`config.mk`:
```
export PLATFORM = sky130hd
export DESIGN_NAME = uart_tx_flat
export DESIGN_NICKNAME = d
export VERILOG_FILES = /design/src/rtl/uart_pkg.sv /design/src/rtl/uart_tx_if.sv /design/src/rtl/uart_tx.sv /design/src/flat_wrapper.sv
export SDC_FILE = /design/constraint.sdc
export NUM_CORES = 1
export LEC_CHECK = 0
export BUFFER_PORTS_ARGS = -buffer_cell sky130_fd_sc_hd__buf_4
export CAP_MARGIN = 20
export CORE_ASPECT_RATIO = 1.25
export CORE_MARGIN = 1
export CORE_UTILIZATION = 40
export DETAILED_ROUTE_END_ITERATION = 10
export PLACE_DENSITY = 0.62
export SLEW_MARGIN = 20
export SYNTH_ARGS = -nofsm -noshare
export SYNTH_HDL_FRONTEND = slang
export SYNTH_SLANG_ARGS = --single-unit
```
`constraint.sdc`:
```
create_clock -name clk -period 4.95 [get_ports clk]
set_input_delay 0.2475 -clock clk [delete_from_list [all_inputs] [get_ports clk]]
set_output_delay 0.2475 -clock clk [all_outputs]
set_load 0.05 [all_outputs]
```
`src/rtl/uart_pkg.sv`:
```
// Shared UART definitions: frame sequencer states, parity encodings and parity helpers.
// Used by both the transmitter and the receiver.
package uart_pkg;

  typedef enum logic [2:0] {
    IDLE   = 3'd0,
    SYNC   = 3'd1,
    START  = 3'd2,
    DATA   = 3'd3,
    PARITY = 3'd4,
    STOP   = 3'd5
  } uart_state_e;

  localparam logic [1:0] PAR_NONE = 2'b00;
  localparam logic [1:0] PAR_EVEN = 2'b01;
  localparam logic [1:0] PAR_ODD  = 2'b10;

  // Encoding 2'b11 is treated like PAR_NONE.
  function automatic logic parity_enabled(input logic [1:0] sel);
    return (sel == PAR_EVEN) || (sel == PAR_ODD);
  endfunction

  // The payload is zero-extended to 8 bits; the padding does not change the XOR.
  function automatic logic parity_bit(input logic [7:0] data, input logic [1:0] sel);
    return (^data) ^ (sel == PAR_ODD);
  endfunction

endpackage

```
`src/rtl/uart_tx_if.sv`:
```
// Producer-side interface of the UART transmitter.
// Carries the payload handshake, the frame format selects and the serial/status outputs.
interface uart_tx_if #(
  parameter int DATA_BITS = 8
) ();

  logic [DATA_BITS-1:0] tx_data;
  logic                 tx_valid;
  logic                 tx_ready;
  logic [1:0]           parity_sel;
  logic                 stop_sel;
  logic                 tx;
  logic                 tx_busy;
  logic                 tx_done;

  modport master (
    output tx_data, tx_valid, parity_sel, stop_sel,
    input  tx_ready, tx, tx_busy, tx_done
  );

  modport slave (
    input  tx_data, tx_valid, parity_sel, stop_sel,
    output tx_ready, tx, tx_busy, tx_done
  );

endinterface

```
`src/rtl/uart_tx.sv`:
```
// UART transmitter: serialises one latched payload per handshake as start, data (LSB first),
// optional parity and one or two stop bits, paced by an external bit-period tick.
module uart_tx
  import uart_pkg::*;
#(
  parameter int DATA_BITS = 8
) (
  input  logic     clk,
  input  logic     rst,
  input  logic     tick,
  uart_tx_if.slave bus
);

  localparam int               CNT_W    = (DATA_BITS > 1) ? $clog2(DATA_BITS) : 1;
  localparam logic [CNT_W-1:0] LAST_BIT = CNT_W'(DATA_BITS - 1);

  uart_state_e          state_r;
  logic [DATA_BITS-1:0] shift_r;
  logic [CNT_W-1:0]     bit_cnt_r;
  logic                 stop_cnt_r;
  logic                 par_en_r;
  logic                 par_bit_r;
  logic                 stop2_r;
  logic                 tx_r;
  logic                 tx_ready_r;
  logic                 tx_busy_r;
  logic                 tx_done_r;
  logic [7:0]           data_ext_s;

  // Widen the payload to the fixed width the shared parity helper expects.
  always_comb begin
    data_ext_s                  = 8'h00;
    data_ext_s[DATA_BITS-1:0]   = bus.tx_data;
  end

  // Frame sequencer: state, frame registers and every output are updated together here.
  always_ff @(posedge clk) begin
    if (rst) begin
      state_r    <= IDLE;
      shift_r    <= '0;
      bit_cnt_r  <= '0;
      stop_cnt_r <= 1'b0;
      par_en_r   <= 1'b0;
      par_bit_r  <= 1'b0;
      stop2_r    <= 1'b0;
      tx_r       <= 1'b1;
      tx_ready_r <= 1'b1;
      tx_busy_r  <= 1'b0;
      tx_done_r  <= 1'b0;
    end else begin
      tx_done_r <= 1'b0;
      case (state_r)
        IDLE: begin
          if (bus.tx_valid && tx_ready_r) begin
            shift_r    <= bus.tx_data;
            par_en_r   <= parity_enabled(bus.parity_sel);
            par_bit_r  <= parity_bit(data_ext_s, bus.parity_sel);
            stop2_r    <= bus.stop_sel;
            tx_ready_r <= 1'b0;
            tx_busy_r  <= 1'b1;
            state_r    <= SYNC;
          end
        end
        // SYNC waits for a tick so the start bit always spans a whole interval.
        SYNC: begin
          if (tick) begin
            state_r <= START;
            tx_r    <= 1'b0;
          end
        end
        START: begin
          if (tick) begin
            state_r   <= DATA;
            tx_r      <= shift_r[0];
            bit_cnt_r <= '0;
          end
        end
        DATA: begin
          if (tick) begin
            if (bit_cnt_r == LAST_BIT) begin
              bit_cnt_r <= '0;
              if (par_en_r) begin
                state_r <= PARITY;
                tx_r    <= par_bit_r;
              end else begin
                state_r    <= STOP;
                tx_r       <= 1'b1;
                stop_cnt_r <= 1'b0;
              end
            end else begin
              bit_cnt_r <= bit_cnt_r + CNT_W'(1);
              shift_r   <= shift_r >> 1;
              tx_r      <= shift_r[1];
            end
          end
        end
        PARITY: begin
          if (tick) begin
            state_r    <= STOP;
            tx_r       <= 1'b1;
            stop_cnt_r <= 1'b0;
          end
        end
        STOP: begin
          if (tick) begin
            if (stop2_r && !stop_cnt_r) begin
              stop_cnt_r <= 1'b1;
            end else begin
              state_r    <= IDLE;
              stop_cnt_r <= 1'b0;
              tx_done_r  <= 1'b1;
              tx_ready_r <= 1'b1;
              tx_busy_r  <= 1'b0;
            end
          end
        end
        default: begin
          state_r    <= IDLE;
          tx_r       <= 1'b1;
          tx_ready_r <= 1'b1;
          tx_busy_r  <= 1'b0;
        end
      endcase
    end
  end

  assign bus.tx       = tx_r;
  assign bus.tx_ready = tx_ready_r;
  assign bus.tx_busy  = tx_busy_r;
  assign bus.tx_done  = tx_done_r;

endmodule

```
`src/flat_wrapper.sv`:
```
// flat-port wrapper written by rule: the top's interface ports become plain ports
module uart_tx_flat import uart_pkg::*;
#(
  parameter int DATA_BITS = 8
)
  (clk, rst, tick, bus_tx_data, bus_tx_valid, bus_parity_sel, bus_stop_sel, bus_tx_ready, bus_tx, bus_tx_busy, bus_tx_done);
  uart_tx_if #(.DATA_BITS(DATA_BITS)) bus_i ();
  input  logic clk;
  input  logic rst;
  input  logic tick;
  input wire logic [$bits(bus_i.tx_data)-1:0] bus_tx_data;
  input wire logic [$bits(bus_i.tx_valid)-1:0] bus_tx_valid;
  input wire logic [$bits(bus_i.parity_sel)-1:0] bus_parity_sel;
  input wire logic [$bits(bus_i.stop_sel)-1:0] bus_stop_sel;
  output wire logic [$bits(bus_i.tx_ready)-1:0] bus_tx_ready;
  output wire logic [$bits(bus_i.tx)-1:0] bus_tx;
  output wire logic [$bits(bus_i.tx_busy)-1:0] bus_tx_busy;
  output wire logic [$bits(bus_i.tx_done)-1:0] bus_tx_done;
  assign bus_i.tx_data = bus_tx_data;
  assign bus_i.tx_valid = bus_tx_valid;
  assign bus_i.parity_sel = bus_parity_sel;
  assign bus_i.stop_sel = bus_stop_sel;
  assign bus_tx_ready = bus_i.tx_ready;
  assign bus_tx = bus_i.tx;
  assign bus_tx_busy = bus_i.tx_busy;
  assign bus_tx_done = bus_i.tx_done;
  uart_tx #(.DATA_BITS(DATA_BITS)) u_core (.clk(clk), .rst(rst), .tick(tick), .bus(bus_i));
endmodule
```
==> run summary <==
Synthesized instance count = 148
RSZ-0062 raised after global routing = no
Post-synth EDFFs = 0
Slew HR = 48.0%
Initial detailed-routing violation count = 56
TritonCTS Sinks = 22
Final min period = 2220 ps
Grt ovf = 0
WL per Instance = 13.1 microns
Postcts setup bufs = 0
Leakage = 0.557 nW
Non-Filler Instances = 195
# fillers = 316
Initial Utilization = 42.5%
Syn_area_per_cell = 8.54 sq um
Routed vias/inst = 5.57
Worst hold path class = input port to flop
Antenna diode count = 0
Worst slew pin tran = 778 ps
TNS Setup = 0 ps
Crit. End Element = flop
Worst-skew pair later-pin latency = 310 ps
Largest area contributor in the netlist = dfxtp_1
FF+latch area = 440 sq um
Initial antenna violation count = 0
TritonCTS Buffers = 3
Synth top area share = 34.9%
Rows = 22
Die area = 3390 sq um
CP Class = flop to flop
WP data required = 5200 ps
Vias in the first global route = 1044
Final worst-path cycle share = 44.8%
Fraction of layout cells with a size suffix above 1 = 17.6%
Placed Cells = 191
Critical Path Source Type = flop
Routed WL = 2.56 mm
DRC = 0
Final hold vios = 0
Largest net degree at the start of global routing = 27
Seq cells post-synth = 22
Worst path max stage delay = 680 ps
Critical path's top delay family = simple AND/OR/NAND/NOR gates
Status = finished clean
Vias post-DR = 1086
YS warnings = 0
Htree depth = 1
CTS tree = done
Peak VDD IR = 208 uV
Max-cap viol count = 0
Post_cts resized = 0
Multi-input gate area = 748 sq um
Syn-to-layout area delta = 12.1%
Crit Path Max Fanout = 15
FFs w/ async S/R, synth = 0%
Clk slew on worst S/H paths = 130 ps
Layout Nets = 179
Syn Nets = 167
Post-CTS Hold Buffers = 0
Worst Skew = 1.78 ps
FMAX = 451 MHz
Synth area leaders = dfxtp_1 (35%), nand2_1 (5.3%), a21oi_1 (5.1%), ha_1 (4.0%), nor2_1 (3.9%)
Sequential-to-total area share from yosys stat = 34.9%
Pins Over Slew Limit = 0
GR Util All Layers = 17.6%
PortBufs = 18
Endpoints failing setup = 0
CP arrival = 2470 ps
Final ANT Viol Nets = 0
CTS max path bufs = 2
Synth unique cells = 38
TritonRoute pass-1 iters = 4
Clock root buffer = clkbuf_4
Detailed Place HPWL = 1.81 mm
Global-route wire length before repair = 4.54 mm
Cells along the critical path = nor2b_1 -> nand2_1 -> or4b_1 -> a21oi_1
Mapped cell area = 1260 sq um
Die height = 64.8 microns
IO Count = 19
Final Wtd Congestion = 0.726
Most frequent cells in the layout = dfxtp_1 (22), nand2_1 (18), buf_4 (18)
Primary FF master, synth = dfxtp_1
Core area = 2970 sq um
Most common cell after layout, fill and taps aside = dfxtp_1
Die W = 52.3 microns
CP max-delay cell = nor2b_1
Buf+Inv Stages, Crit Path = 0
PD cells = 411 nW/um^2
==> report_power, final <==
group          leakage, nW  total [mW]  switching (mW)  internal, mW
clock network       0.0210       0.102          0.0567        0.0449
logic                0.356       0.215           0.115        0.0995
registers            0.180       0.265          0.0521         0.213
==> path summary, 6_finish.rpt <==
check | from | endpoint | slack [ps] | cells after the start
hold reg to reg | u_core.bit_cnt_r[1] | u_core.bit_cnt_r[1] | 480 | 2
setup / recovery | u_core.state_r[1] | u_core.bit_cnt_r[0] | 2730 | 4
hold / removal | bus_stop_sel | u_core.stop2_r | 170 | 3
setup reg to reg | u_core.state_r[1] | u_core.bit_cnt_r[0] | 2730 | 4
==> registers in the layout, indices dropped and copies added (netlist names) <==
register	count
u_core.bit_cnt_r	3
u_core.bus.tx	1
u_core.bus.tx_busy	1
u_core.bus.tx_done	1
u_core.bus.tx_ready	1
u_core.par_bit_r	1
u_core.par_en_r	1
u_core.shift_r	8
u_core.state_r	3
u_core.stop2_r	1
u_core.stop_cnt_r	1
==> metrics by stage <==
step / area, sq um / setup slack, ps / utilization, % / power, mW / hold slack, ps
finish: 1420 / 2730 / 47.6 / 0.582 / 173
global route: 1420 / 2600 / 47.6 / 0.625 / 180
detailed placement: 1380 / 2840 / 46.4 / 0.485 / 469
floorplan: 1260 / 3330 / - / 0.450 / 384
CTS: 1420 / 2790 / 47.6 / 0.585 / 170
global placement: 1380 / 2940 / 46.4 / 0.480 / 453
==> layer usage <==
layer  global-route usage [%]  vias up  wire length, microns
li1                         -      553                     -
met1                     22.3      502                  1170
met2                     29.0       27                  1230
met3                     2.11        4                   114
met4                     8.22        0                    42
met5                        0        -                     0
==> synth_stat cells, types with 2 or more instances <==
cell type	count
a211oi_1	4
ha_1	4
nor2_1	13
mux2i_1	2
a31oi_1	3
dfxtp_1	22
xnor2_1	3
nand3b_1	2
nor2b_1	3
nand4_1	2
nor3_1	2
clkbuf_1	5
a21oi_1	13
buf_2	3
o21ba_2	2
xor2_1	2
o21ai_0	5
nand4b_1	2
nand2_1	18
nand2b_1	4
a311oi_2	2
o21bai_1	4
inv_1	3
a311oi_1	4
buf_6	2
nand3_1	7
==> kinds of logic (layout without fill, tap and decap cells) <==
logic type | Yosys count | after routing | share of synthesized area [%]
xor gates and xnor gates | 6 | 6 | 5.25
buffers and inverters | 14 | 25 | 5.94
AOI/OAI and AO/OA | 41 | 41 | 23.2
muxes | 2 | 2 | 1.58
DFF | 22 | 22 | 34.9
and+or+nand+nor | 59 | 59 | 25.2
adders and majority gates | 4 | 4 | 3.96
==> tightest hold or removal path, cell delays in order <==
cell     delay (ps)
buf_4           110
nand2_1          40
a21oi_1          50
==> cell type report <==
type,instances,share of cell area [%]
clock buffers,4,2.56
well taps,36,3.18
inverters,3,0.795
repair buffers,18,9.54
flip-flops and latches,22,31.1
multi-input cells,112,52.8
(Power assumes the default switching activity.)
